$ cat src/rtl/vga_pkg.sv
// vga_pkg: shared 640x480@60 timing, matrix grid geometry and colour constants.
// Holds no ports. It provides the cell_of/on_line helpers that map a counter
// value onto grid cells without using dividers.
package vga_pkg;
    localparam int H_VISIBLE = 640;
    localparam int H_FRONT   = 16;
    localparam int H_SYNC    = 96;
    localparam int H_BACK    = 48;
    localparam int H_TOTAL   = H_VISIBLE + H_FRONT + H_SYNC + H_BACK;
    localparam int V_VISIBLE = 480;
    localparam int V_FRONT   = 10;
    localparam int V_SYNC    = 2;
    localparam int V_BACK    = 33;
    localparam int V_TOTAL   = V_VISIBLE + V_FRONT + V_SYNC + V_BACK;
    localparam int CNT_W     = 11;
    localparam int N         = 4;
    localparam int CELL_W    = 160;
    localparam int CELL_H    = 120;
    localparam int DATA_W    = 8;
    localparam int RGB_W     = 4;
    localparam int CELLS     = N * N;
    localparam int IDX_W     = $clog2(CELLS);
    localparam int RC_W      = $clog2(N);
    localparam logic [3*RGB_W-1:0] GRID_RGB = 12'hFFF;
    localparam logic [3*RGB_W-1:0] ZERO_RGB = 12'h002;

    // Largest cell index whose left/top edge is at or before pos, clamped to N-1.
    function automatic logic [RC_W-1:0] cell_of(input logic [CNT_W-1:0] pos, input int size);
        cell_of = '0;
        for (int c = 1; c < N; c++)
            if (pos >= CNT_W'(c * size)) cell_of = RC_W'(c);
    endfunction

    // True when pos sits exactly on a cell's leading edge.
    function automatic logic on_line(input logic [CNT_W-1:0] pos, input int size);
        on_line = 1'b0;
        for (int c = 0; c < N; c++)
            if (pos == CNT_W'(c * size)) on_line = 1'b1;
    endfunction
endpackage

$ cat src/rtl/matrix_pingpong_buf.sv
// matrix_pingpong_buf: ping-pong matrix store with a valid/ready load port and a vblank-aligned swap.
// Ports: clk/reset (async, active high); clk_en/vblank_in qualify the swap edge;
// ld_valid/ld_ready/ld_data/ld_last form the load port; rd_row/rd_col -> rd_data
// is a combinational read of the display bank; frame_swap pulses on a swap;
// load_err is a sticky ld_last protocol error flag.
module matrix_pingpong_buf
    import vga_pkg::*;
(
    input  logic              clk,
    input  logic              reset,
    input  logic              clk_en,
    input  logic              vblank_in,
    input  logic              ld_valid,
    output logic              ld_ready,
    input  logic [DATA_W-1:0] ld_data,
    input  logic              ld_last,
    input  logic [RC_W-1:0]   rd_row,
    input  logic [RC_W-1:0]   rd_col,
    output logic [DATA_W-1:0] rd_data,
    output logic              frame_swap,
    output logic              load_err
);
    logic [DATA_W-1:0] bank_q [2][CELLS];
    logic [IDX_W-1:0]  wr_idx_q, wr_idx_d;
    logic disp_sel_q, disp_sel_d, shadow_full_q, shadow_full_d, err_q, err_d;
    logic ready_q, vblank_q, swap_q, accept, at_end, swap;

    always_comb begin
        accept        = ld_valid && ready_q;
        at_end        = wr_idx_q == IDX_W'(CELLS - 1);
        // shadow_full_q is the registered flag, so a matrix that completes on the edge itself waits a frame
        swap          = clk_en && vblank_in && !vblank_q && shadow_full_q;
        disp_sel_d    = disp_sel_q ^ swap;
        shadow_full_d = swap ? 1'b0 : (shadow_full_q | (accept && at_end));
        // an early ld_last rewinds the write pointer, discarding the partial matrix
        wr_idx_d      = (swap || (accept && (at_end || ld_last))) ? '0 : wr_idx_q + IDX_W'(accept);
        err_d         = err_q | (accept && (ld_last != at_end));
    end

    always_ff @(posedge clk or posedge reset) begin
        if (reset) begin
            for (int b = 0; b < 2; b++)
                for (int i = 0; i < CELLS; i++)
                    bank_q[b][i] <= '0;
            wr_idx_q      <= '0;
            disp_sel_q    <= 1'b0;
            shadow_full_q <= 1'b0;
            err_q         <= 1'b0;
            ready_q       <= 1'b0;
            vblank_q      <= 1'b0;
            swap_q        <= 1'b0;
        end else begin
            if (accept) bank_q[!disp_sel_q][wr_idx_q] <= ld_data;
            wr_idx_q      <= wr_idx_d;
            disp_sel_q    <= disp_sel_d;
            shadow_full_q <= shadow_full_d;
            err_q         <= err_d;
            // registered so ready stays low through reset and rises on the first clk after release
            ready_q       <= !shadow_full_d;
            swap_q        <= swap;
            if (clk_en) vblank_q <= vblank_in;
        end
    end

    assign ld_ready   = ready_q;
    assign rd_data    = bank_q[disp_sel_q][IDX_W'(rd_row) * IDX_W'(N) + IDX_W'(rd_col)];
    assign frame_swap = swap_q;
    assign load_err   = err_q;
endmodule

$ cat src/rtl/matrix_frame_renderer.sv
// matrix_frame_renderer: renders a 4x4 matrix as a VGA cell grid behind a two-stage pixel pipeline.
// Ports: clk/reset (async, active high); clk_en is the pixel-rate enable;
// h_count/v_count and the sync/blank inputs come from the timing counters;
// ld_* is the matrix load port; vga_* carries the colour and syncs, both
// delayed by 2 enabled cycles; frame_swap and load_err come from the buffer.
module matrix_frame_renderer
    import vga_pkg::*;
(
    input  logic              clk,
    input  logic              reset,
    input  logic              clk_en,
    input  logic [CNT_W-1:0]  h_count,
    input  logic [CNT_W-1:0]  v_count,
    input  logic              hsync_in,
    input  logic              vsync_in,
    input  logic              hblank_in,
    input  logic              vblank_in,
    input  logic              ld_valid,
    output logic              ld_ready,
    input  logic [DATA_W-1:0] ld_data,
    input  logic              ld_last,
    output logic [RGB_W-1:0]  vga_r,
    output logic [RGB_W-1:0]  vga_g,
    output logic [RGB_W-1:0]  vga_b,
    output logic              vga_hsync,
    output logic              vga_vsync,
    output logic              frame_swap,
    output logic              load_err
);
    logic [RC_W-1:0]    row_q, col_q, row_d, col_d;
    logic               grid_q, grid_d, blank_q, hs1_q, vs1_q, hs2_q, vs2_q;
    logic [3*RGB_W-1:0] rgb_q, rgb_d;
    logic [DATA_W-1:0]  elem;

    matrix_pingpong_buf u_buf (
        .clk        (clk),
        .reset      (reset),
        .clk_en     (clk_en),
        .vblank_in  (vblank_in),
        .ld_valid   (ld_valid),
        .ld_ready   (ld_ready),
        .ld_data    (ld_data),
        .ld_last    (ld_last),
        .rd_row     (row_q),
        .rd_col     (col_q),
        .rd_data    (elem),
        .frame_swap (frame_swap),
        .load_err   (load_err)
    );

    always_comb begin
        col_d  = cell_of(h_count, CELL_W);
        row_d  = cell_of(v_count, CELL_H);
        grid_d = on_line(h_count, CELL_W) || on_line(v_count, CELL_H);
        rgb_d  = blank_q ? '0 : grid_q ? GRID_RGB : (elem == '0) ? ZERO_RGB : {3{elem[DATA_W-1 -: RGB_W]}};
    end

    // S1 resets to a blanked pixel so the first enabled cycles after reset stay black with syncs idle
    always_ff @(posedge clk or posedge reset) begin
        if (reset) begin
            row_q   <= '0;
            col_q   <= '0;
            grid_q  <= 1'b0;
            blank_q <= 1'b1;
            hs1_q   <= 1'b1;
            vs1_q   <= 1'b1;
            rgb_q   <= '0;
            hs2_q   <= 1'b1;
            vs2_q   <= 1'b1;
        end else if (clk_en) begin
            row_q   <= row_d;
            col_q   <= col_d;
            grid_q  <= grid_d;
            blank_q <= hblank_in | vblank_in;
            hs1_q   <= hsync_in;
            vs1_q   <= vsync_in;
            rgb_q   <= rgb_d;
            hs2_q   <= hs1_q;
            vs2_q   <= vs1_q;
        end
    end

    assign {vga_r, vga_g, vga_b} = rgb_q;
    assign vga_hsync = hs2_q;
    assign vga_vsync = vs2_q;
endmodule

$ cat config.mk
export PLATFORM = sky130hd
export DESIGN_NAME = matrix_frame_renderer
export DESIGN_NICKNAME = d
export VERILOG_FILES = /design/src/rtl/vga_pkg.sv /design/src/rtl/matrix_pingpong_buf.sv /design/src/rtl/matrix_frame_renderer.sv
export SDC_FILE = /design/constraint.sdc
export NUM_CORES = 1
export LEC_CHECK = 0
export CAP_MARGIN = 10
export CORE_MARGIN = 3
export CORE_UTILIZATION = 55
export CTS_CLUSTER_SIZE = 40
export DETAILED_ROUTE_END_ITERATION = 6
export PLACE_DENSITY = 0.75
export SLEW_MARGIN = 20
export SYNTH_ARGS = -nofsm -noshare
export SYNTH_HDL_FRONTEND = slang
export SYNTH_SLANG_ARGS = --single-unit
export TNS_END_PERCENT = 10
$ cat constraint.sdc
create_clock -name clk -period 24.6 [get_ports clk]
set_input_delay 4.92 -clock clk [delete_from_list [all_inputs] [get_ports clk]]
set_output_delay 4.92 -clock clk [all_outputs]
set_load 0.03 [all_outputs]
### After elaboration in Yosys (flattened, before gate mapping)

Index checks and enable logic that the tools add are counted.

* $add $sub $neg: 2
* magnitude comparators: 12
* eq/ne operators: 8
* multiplexer cells: 30
* bitwise operators: 8
* reductions and logical operators: 18

Operators by type and width (number)
* $mux 128: 4
* $bwmux 256: 1
* $demux 128 s1: 1
* $mux 12: 3
* $eq 11x9->1 const B: 3
* $ge 11x9->1 const B: 3
* $bmux 8 s4: 1
* $demux 8 s4: 1
* $mux 8: 3
* $eq 11x8->1 const B: 2
* $ge 11x8->1 const B: 2
* $logic_not 11->1: 2
* $eq 11x7->1 const B: 1
* $ge 11x7->1 const B: 1
* $mux 1: 11
* $ge 5x5->1 const B: 2
* $not 4->5: 2
* $logic_and 1x1->1: 9
* $logic_not 8->1: 1
* $mux 2: 4
* $lt 5x1->1 const B: 1
* $add 4x1->4: 1
* $add 4x2->4: 1
* $eq 4x4->1 const B: 1
* 9 further kinds: 17

* bits in registers: 288
* input bits: 39
* output and inout port bits: 17
* word-level logic and storage cells: 126

### Logic depth before layout (Yosys ltp)

Gate-level depths: netlist of the first run.

* depth in word-level cells: 11
* depth in mapped cells: 9
* gate-level depth less buffers: 6

### Modules after synthesis

Synthesis of the first run repeated with hierarchy kept, for this count alone.

* cells, all modules: 829
* area, all modules: 13037.5 µm²

By module, submodules not included
* matrix_pingpong_buf: times used 1, cells each 741, area an instance 12211.7 µm², sequential area each 6656.4 µm²
* matrix_frame_renderer: times used 1, cells each 88, area an instance 825.8 µm², sequential area each 381.6 µm²

### Least setup slack after synthesis of the first run

Ideal clock, no wire load.

* path type: input to register
* start: in ld_valid
* end: reg u_buf.bank_q[15] in the netlist's numbering
* library setup time: 0.125 ns
* arrival: 6.195 ns
* required time: 24.475 ns
* setup slack: 18.280 ns
* cell stages on the path: 5
* buffers on the path: 0
* path through: nand2_1 nor2_1 nand3_1 nor2_1 mux2_2

* word-level cells in the longest chain between the ends: 1

Ends and longest elaborated chain
* start: declaration: RTL line matrix_frame_renderer.sv:18 `input logic ld_valid,`
* $logic_and 1x1->1: RTL line matrix_pingpong_buf.sv:29 `accept = ld_valid && ready_q;`
* end signal: indexed assignment: RTL line matrix_pingpong_buf.sv:53 `if (accept) bank_q[!disp_sel_q][wr_idx_q] <= ld_data;`
* end: declaration: RTL line matrix_pingpong_buf.sv:23 `logic [DATA_W-1:0] bank_q [2][CELLS];`

Every way passes these cells.
A chain may end at the register's enable or synchronous reset.

### Worst setup path after layout of the first run

* start: in ld_valid
* end: reg u_buf.bank_q[18] in the netlist's numbering

Same word-level chain as after synthesis.

==> impl_metrics.ini, run 1 <==
[worst_hold_path]
hold_path_class = reg2reg
min_to = u_buf.load_err$_DFF_PP0_
holdCritStartpoint = u_buf.load_err$_DFF_PP0_
min_delay_path_depth = 1

[logic_synthesis]
synth_cells = 902
synthesis.area_per_instance_sq_um = 14.0
synth_top_area_share = 0.548
synth.largest_area_cell = sky130_fd_sc_hd__dfrtp_1
synth_ff_type = sky130_fd_sc_hd__dfrtp_1
register_area_share_after_synthesis = 0.559
ys_warn_count = 0
synth.lib_cells_used.distinct = 63
ys_top_cells_by_area = sky130_fd_sc_hd__dfrtp_1 (55%), sky130_fd_sc_hd__mux2_2 (24%), sky130_fd_sc_hd__mux4_2 (4.6%)
synth_area_sq_um = 12600
synth_seq_cells = 281
synth_enable_flop_cells = 0
synth_nets = 944
async_flop_share = 1.00

[clocking]
cts_root_buffer = sky130_fd_sc_hd__clkbuf_16
cts_inserted_buffers = 29
postCtsResizedCells = 0
cts_num_sinks = 281
clock_tree.htree_level_count = 1
worst_skew_pair.late_latency_ns = 0.55
cts_tree = yes
cts_buffer_depth = 3
cts_setup_buffers = 0
path_clk_slew_ns = 0.06
ctsHoldBuffers = 0

[grt]
overflow = 0
gr-usage-all-layers = 0.228
grt_antenna_before_repair = 0
grt_start_max_net_pins = 126
grt_pass1_wl_microns = 44600
grt_pass1_vias = 8024

[power_and_ir_drop]
power.static_leakage_nw = 6.67
p_clk_frac = 0.362
power_switching_share = 0.253
power_switching_uw = 304
power.density_cell_area_nw_per_um2 = 84.3
p_seq_frac = 0.487
power_report.internal_total_uw = 895
vdd.ir_drop.worst_mv = 0.0480
pwr-share-comb = 0.151

[worst_setup_path]
r2r_start = u_buf.disp_sel_q$_DFF_PP0_
cp-end-kind = flip-flop
biggest_fanout_along_the_worst_timing_path = 8
timing.critical_path.slowest_stage_cell = sky130_fd_sc_hd__nor2_1
required_ns = 25.03
kind_of_start_point_of_the_critical_path = input port
worst_setup_path_type = in2reg
timing.critical_path.mode_cell = sky130_fd_sc_hd__nor2_1
crit_chain = clkdlybuf4s50_1 > nand2_1 > nor2_1 > nand3_1 > nor2_1 > mux2_2
max_stage_delay_ns = 0.63
timing.reg2reg.worst_path_depth = 5
cp.arrival_ns = 7.25
rr_endpoint = u_buf.bank_q[155]$_DFFE_PP0P_
setup.reg_to_reg.worst_slack_ns = 21.41

[timing]
worst_path_setup_slack_after_routing_ns = 17.78
fin_crit_sh = 0.277
skew_ns = 0.00852
worst-slew-pin-transition_ns = 1.11
grt_setup_unrepaired = no
total_setup_violations_reported_at_the_end_of_the_flow = 0
timing.max_slew.rel_slack = 0.260
hold_viol = 0
clock.fmax_mhz = 147
worst_case_hold_slack_ns = 0.462
final.setup.tns_ns = 0
post-route-min-period_ns = 6.82
final_slew_violations = 0

[finish]
post_route_cell_area_sq_um = 14200
layout-area-overhead-vs-synth_pct = 13.0
fillers = 1628
layout-drive-gt1-share = 0.379
insertedDiodeCount = 0
layout.nets = 981
fin_cells = 1239

[routing]
drt-initial-drc-count = 424
vias = 7706
drt_drc_violations_left = 0
drtPass1Iterations = 5
drt-vias-per-instance = 6.22
drt_wl_total_microns = 27300
antenna_left = 0
wire_per_inst_microns = 22.1

[placement]
preCtsSetupSlack_ns = 17.25
numPortBuffers = 55
routabilityCongestion = 0.878
detailedPlacementHpwl_microns = 17200
post-place-cells = 1188
place_area_sq_um = 13300

[run]
cap_violations = 0

[floorplan]
initial_core_utilization = 0.568
floorplan.io_pins = 56
coreArea_sq_um = 22200
number_of_placement_rows = 54
die_height_microns = 157
die_width_microns = 157
design.die.area_sq_um = 24700

[outcome]
run_status = complete, no violations
logic make-up (layout without fill, tap and decap cells):
family,after synthesis,count (layout),share of synthesized area
fa+ha+maj,3,3,0.00298
xor+xnor,5,5,0.00348
compound gates,69,69,0.0385
mux,305,305,0.301
buf+inv,73,130,0.0264
simple gates,166,166,0.0686
flops,281,281,0.559
power groups by stage:
stage	registers [mW]	logic [mW]	clock network [mW]
2_1_floorplan	0.574	0.146	0
3_3_place_gp	0.588	0.176	0
3_5_place_dp	0.591	0.181	0
4_1_cts	0.584	0.182	0.441
5_1_grt	0.593	0.198	0.462
6_report	0.584	0.181	0.434
cell usage in the layout (no fill, tap or decap), types with 5 or more instances in the layout:
cell type and instances:
sky130_fd_sc_hd__mux2i_1 7, sky130_fd_sc_hd__buf_4 8, sky130_fd_sc_hd__o21ai_0 13, sky130_fd_sc_hd__clkdlybuf4s50_1 52
sky130_fd_sc_hd__mux2_2 267, sky130_fd_sc_hd__inv_1 13, sky130_fd_sc_hd__clkbuf_1 9, sky130_fd_sc_hd__dfrtp_1 274
sky130_fd_sc_hd__nor2b_1 8, sky130_fd_sc_hd__nor4_1 23, sky130_fd_sc_hd__or4_1 6, sky130_fd_sc_hd__a21oi_1 14
sky130_fd_sc_hd__nand2_1 31, sky130_fd_sc_hd__mux4_1 5, sky130_fd_sc_hd__clkbuf_8 7, sky130_fd_sc_hd__nand3_1 17
sky130_fd_sc_hd__nand2b_1 7, sky130_fd_sc_hd__mux4_2 26, sky130_fd_sc_hd__dfstp_2 5, sky130_fd_sc_hd__nor3_1 10
sky130_fd_sc_hd__nor2_1 43, sky130_fd_sc_hd__clkbuf_16 29
worst max-delay path: cells and delay by family:
family | cells | cell delay, ns
and+or+nand+nor | 4 | 1.43
buffers and inverters | 1 | 0.48
muxes | 1 | 0.42
sequential cells by signal (all words and copies together) (netlist names):
register / count
hs1_q: 1
u_buf.shadow_full_q: 1
vs1_q: 1
grid_q: 1
u_buf.bank_q: 256
rgb_q: 5
u_buf.frame_swap: 1
vga_vsync: 1
blank_q: 1
vga_hsync: 1
u_buf.load_err: 1
u_buf.ld_ready: 1
u_buf.disp_sel_q: 1
col_q: 2
row_q: 2
u_buf.vblank_q: 1
u_buf.wr_idx_q: 4
routing by layer:
layer | vias up | part of all wire | track usage
met3 | 55 | 0.046 | 0.0289
li1 | 3387 | - | -
met5 | - | 0 | 0
met2 | 205 | 0.47 | 0.375
met1 | 4059 | 0.45 | 0.327
met4 | 0 | 0.028 | 0.0612
how the worst max path moves through the flow:
| stage | start | endpoint | slack, ns | cells past startpoint |
|---|---|---|---|---|
| 2_1_floorplan | reset | col_q[0]$_DFFE_PP0P_ | 11.94 | 1 |
| 3_3_place_gp | ld_valid | u_buf.bank_q[23]$_DFFE_PP0P_ | 17.31 | 6 |
| 3_5_place_dp | ld_valid | u_buf.bank_q[18]$_DFFE_PP0P_ | 17.25 | 6 |
| 4_1_cts | ld_valid | u_buf.bank_q[18]$_DFFE_PP0P_ | 17.81 | 6 |
| 5_1_grt | ld_valid | u_buf.bank_q[20]$_DFFE_PP0P_ | 17.66 | 6 |
| 6_report | ld_valid | u_buf.bank_q[18]$_DFFE_PP0P_ | 17.78 | 6 |
Yosys cell counts, types with 4 or more instances:
library cell / number
sky130_fd_sc_hd__a211oi_1: 4
sky130_fd_sc_hd__a21o_1: 4
sky130_fd_sc_hd__a21oi_1: 14
sky130_fd_sc_hd__a31oi_1: 4
sky130_fd_sc_hd__buf_2: 11
sky130_fd_sc_hd__buf_4: 10
sky130_fd_sc_hd__clkbuf_1: 35
sky130_fd_sc_hd__dfrtp_1: 276
sky130_fd_sc_hd__dfstp_2: 5
sky130_fd_sc_hd__inv_1: 14
sky130_fd_sc_hd__mux2_2: 267
sky130_fd_sc_hd__mux2i_1: 7
sky130_fd_sc_hd__mux4_1: 5
sky130_fd_sc_hd__mux4_2: 26
sky130_fd_sc_hd__nand2_1: 31
sky130_fd_sc_hd__nand2b_1: 7
sky130_fd_sc_hd__nand3_1: 17
sky130_fd_sc_hd__nor2_1: 43
sky130_fd_sc_hd__nor2b_1: 8
sky130_fd_sc_hd__nor3_1: 10
sky130_fd_sc_hd__nor3_2: 4
sky130_fd_sc_hd__nor4_1: 23
sky130_fd_sc_hd__o21ai_0: 13
sky130_fd_sc_hd__or4_1: 6
sky130_fd_sc_hd__xnor2_1: 4
stage by stage:
step            util  total power [mW]
6_report       0.642              1.20
5_1_grt        0.642              1.25
4_1_cts        0.642              1.21
3_5_place_dp   0.599             0.772
3_3_place_gp   0.599             0.764
2_1_floorplan      -             0.720
layout make-up:
type / instances / area, sq um / share of cell area
Clock buffer: 45 / 856 / 0.0602
Timing Repair Buffer: 64 / 607 / 0.0427
Tap cell: 280 / 350 / 0.0246
Clock inverter: 6 / 87.6 / 0.00616
Multi-Input combinational cell: 548 / 5220 / 0.367
Sequential cell: 281 / 7040 / 0.495
Inverter: 15 / 63.8 / 0.00449
Note: power is estimated with default switching activity, not from simulation.
==> inputs of run 2 (changes only) <==
PLACE_DENSITY = 0.78   (was 0.75)
clock period = 6 ns   (was 24.6 ns; I/O delays follow)
==> impl_metrics.ini, run 2 (synthesized netlist as in run 1, its figures left out) <==
[routing]
vias = 7625
drt_drc_violations_left = 0
drt_wl_total_microns = 27000
drt-initial-drc-count = 584
antenna_left = 0
drt-vias-per-instance = 6.15
drtPass1Iterations = 5
wire_per_inst_microns = 21.8

[finish]
multiInputGateArea_sq_um = 5220
max_ffs_per_register = 256
fillers = 1626
insertedDiodeCount = 0
final_cell_mix = sky130_fd_sc_hd__dfrtp_1 (274), sky130_fd_sc_hd__mux2_2 (267), sky130_fd_sc_hd__clkdlybuf4s50_1 (50)
layout.nets = 980
leading_cell_type_in_the_layout_fill_and_taps_excluded = sky130_fd_sc_hd__dfrtp_1
layout-area-overhead-vs-synth_pct = 12.3
largestRegisters = u_buf.bank_q x256, rgb_q x5, u_buf.wr_idx_q x4
largest-register = u_buf.bank_q
layout-drive-gt1-share = 0.380
register_area_sq_um = 7040

[power_and_ir_drop]
power.density_cell_area_nw_per_um2 = 338
power.static_leakage_nw = 6.64
vdd.ir_drop.worst_mv = 0.208

[clocking]
cts_inserted_buffers = 28
cts_tree = yes
cts_buffer_depth = 3
ctsHoldBuffers = 0
postCtsResizedCells = 0
cts_root_buffer = sky130_fd_sc_hd__clkbuf_16
clock_tree.htree_level_count = 1
cts_setup_buffers = 0
worst_skew_pair.late_latency_ns = 0.54
cts_num_sinks = 281
path_clk_slew_ns = 0.06

[floorplan]
coreArea_sq_um = 22200
die_width_microns = 157
initial_core_utilization = 0.568
floorplan.io_pins = 56
design.die.area_sq_um = 24700
number_of_placement_rows = 54
die_height_microns = 157

[grt]
grt_pass1_vias = 8028
gr-usage-all-layers = 0.226
overflow = 0
grt_start_max_net_pins = 178
grt_pass1_wl_microns = 43900
grt_antenna_before_repair = 0

[timing]
worst-slew-pin-transition_ns = 0.964
clock.fmax_mhz = 316
grt_setup_unrepaired = no
final.setup.tns_ns = 0
post-route-min-period_ns = 3.17
skew_ns = 0.0187
hold_viol = 0
timing.max_slew.rel_slack = 0.357
final_slew_violations = 0
worst_path_setup_slack_after_routing_ns = 2.83
fin_crit_sh = 0.528
total_setup_violations_reported_at_the_end_of_the_flow = 0

[worst_setup_path]
kind_of_start_point_of_the_critical_path = flip-flop
cp-end-kind = flip-flop
cp.arrival_ns = 3.58
biggest_fanout_along_the_worst_timing_path = 29
timing.reg2reg.worst_path_depth = 7
worst_setup_path_type = reg2reg
required_ns = 6.41

[outcome]
run_status = complete, no violations

[placement]
preCtsSetupSlack_ns = 2.50
numPortBuffers = 55
routabilityCongestion = 0.876
detailedPlacementHpwl_microns = 17300

[run]
cap_violations = 0

[worst_hold_path]
min_delay_path_depth = 1
hold_path_class = reg2reg
run 2: final cells by class:
class | count | area share
Clock buffer | 43 | 0.0578
Clock inverter | 9 | 0.00345
Inverter | 15 | 0.00425
Multi-Input combinational cell | 548 | 0.369
Sequential cell | 281 | 0.498
Tap cell | 280 | 0.0248
Timing Repair Buffer | 64 | 0.0428
run 2: layer usage:
layer | vias to the layer above | share of wire | track usage
li1 | 3394 | - | -
met1 | 3982 | 0.45 | 0.319
met2 | 205 | 0.47 | 0.369
met3 | 44 | 0.054 | 0.0374
met4 | 0 | 0.024 | 0.0632
met5 | - | 0 | 0
run 2: critical path, cell delays in order, from the launching register on:
cell                        delay (ns)
sky130_fd_sc_hd__dfrtp_2          0.82
sky130_fd_sc_hd__buf_4            0.43
sky130_fd_sc_hd__mux4_1           0.65
sky130_fd_sc_hd__mux2_2           0.30
sky130_fd_sc_hd__o2bb2ai_1        0.17
sky130_fd_sc_hd__o41ai_2          0.34
sky130_fd_sc_hd__a21boi_2         0.24
sky130_fd_sc_hd__o31ai_2          0.08
run 2: final timing paths:
check / start / to / slack [ns]
worst max-delay path: col_q[0]$_DFFE_PP0P_ / rgb_q[1]$_DFFE_PP0P_ / 2.83
worst min-delay path: u_buf.load_err$_DFF_PP0_ / u_buf.load_err$_DFF_PP0_ / 0.47
worst max register to register: col_q[0]$_DFFE_PP0P_ / rgb_q[1]$_DFFE_PP0P_ / 2.83
worst min register to register: u_buf.load_err$_DFF_PP0_ / u_buf.load_err$_DFF_PP0_ / 0.47
max in group asynchronous: reset / col_q[0]$_DFFE_PP0P_ / 3.55
min in group asynchronous: reset / u_buf.bank_q[104]$_DFFE_PP0P_ / 1.20
run 2: through the flow:
step           area (sq um)  hold WS (ns)  instances  total power, mW  utilization
6_report              14100         0.465       1240             4.79        0.638
3_5_place_dp          13300         0.454       1188             3.17        0.600
2_1_floorplan         12600         0.467        902             2.95            -
4_1_cts               14200         0.467       1240             4.82        0.639
3_3_place_gp          13300         0.463       1188             3.13        0.600
5_1_grt               14100         0.508       1240             5.00        0.638
run 2: where the power goes:
group / internal, mW / switching (mW) / total (mW)
registers: 2.21 / 0.198 / 2.40
logic: 0.404 / 0.332 / 0.736
clock network: 0.938 / 0.707 / 1.64
total: 3.55 / 1.24 / 4.79
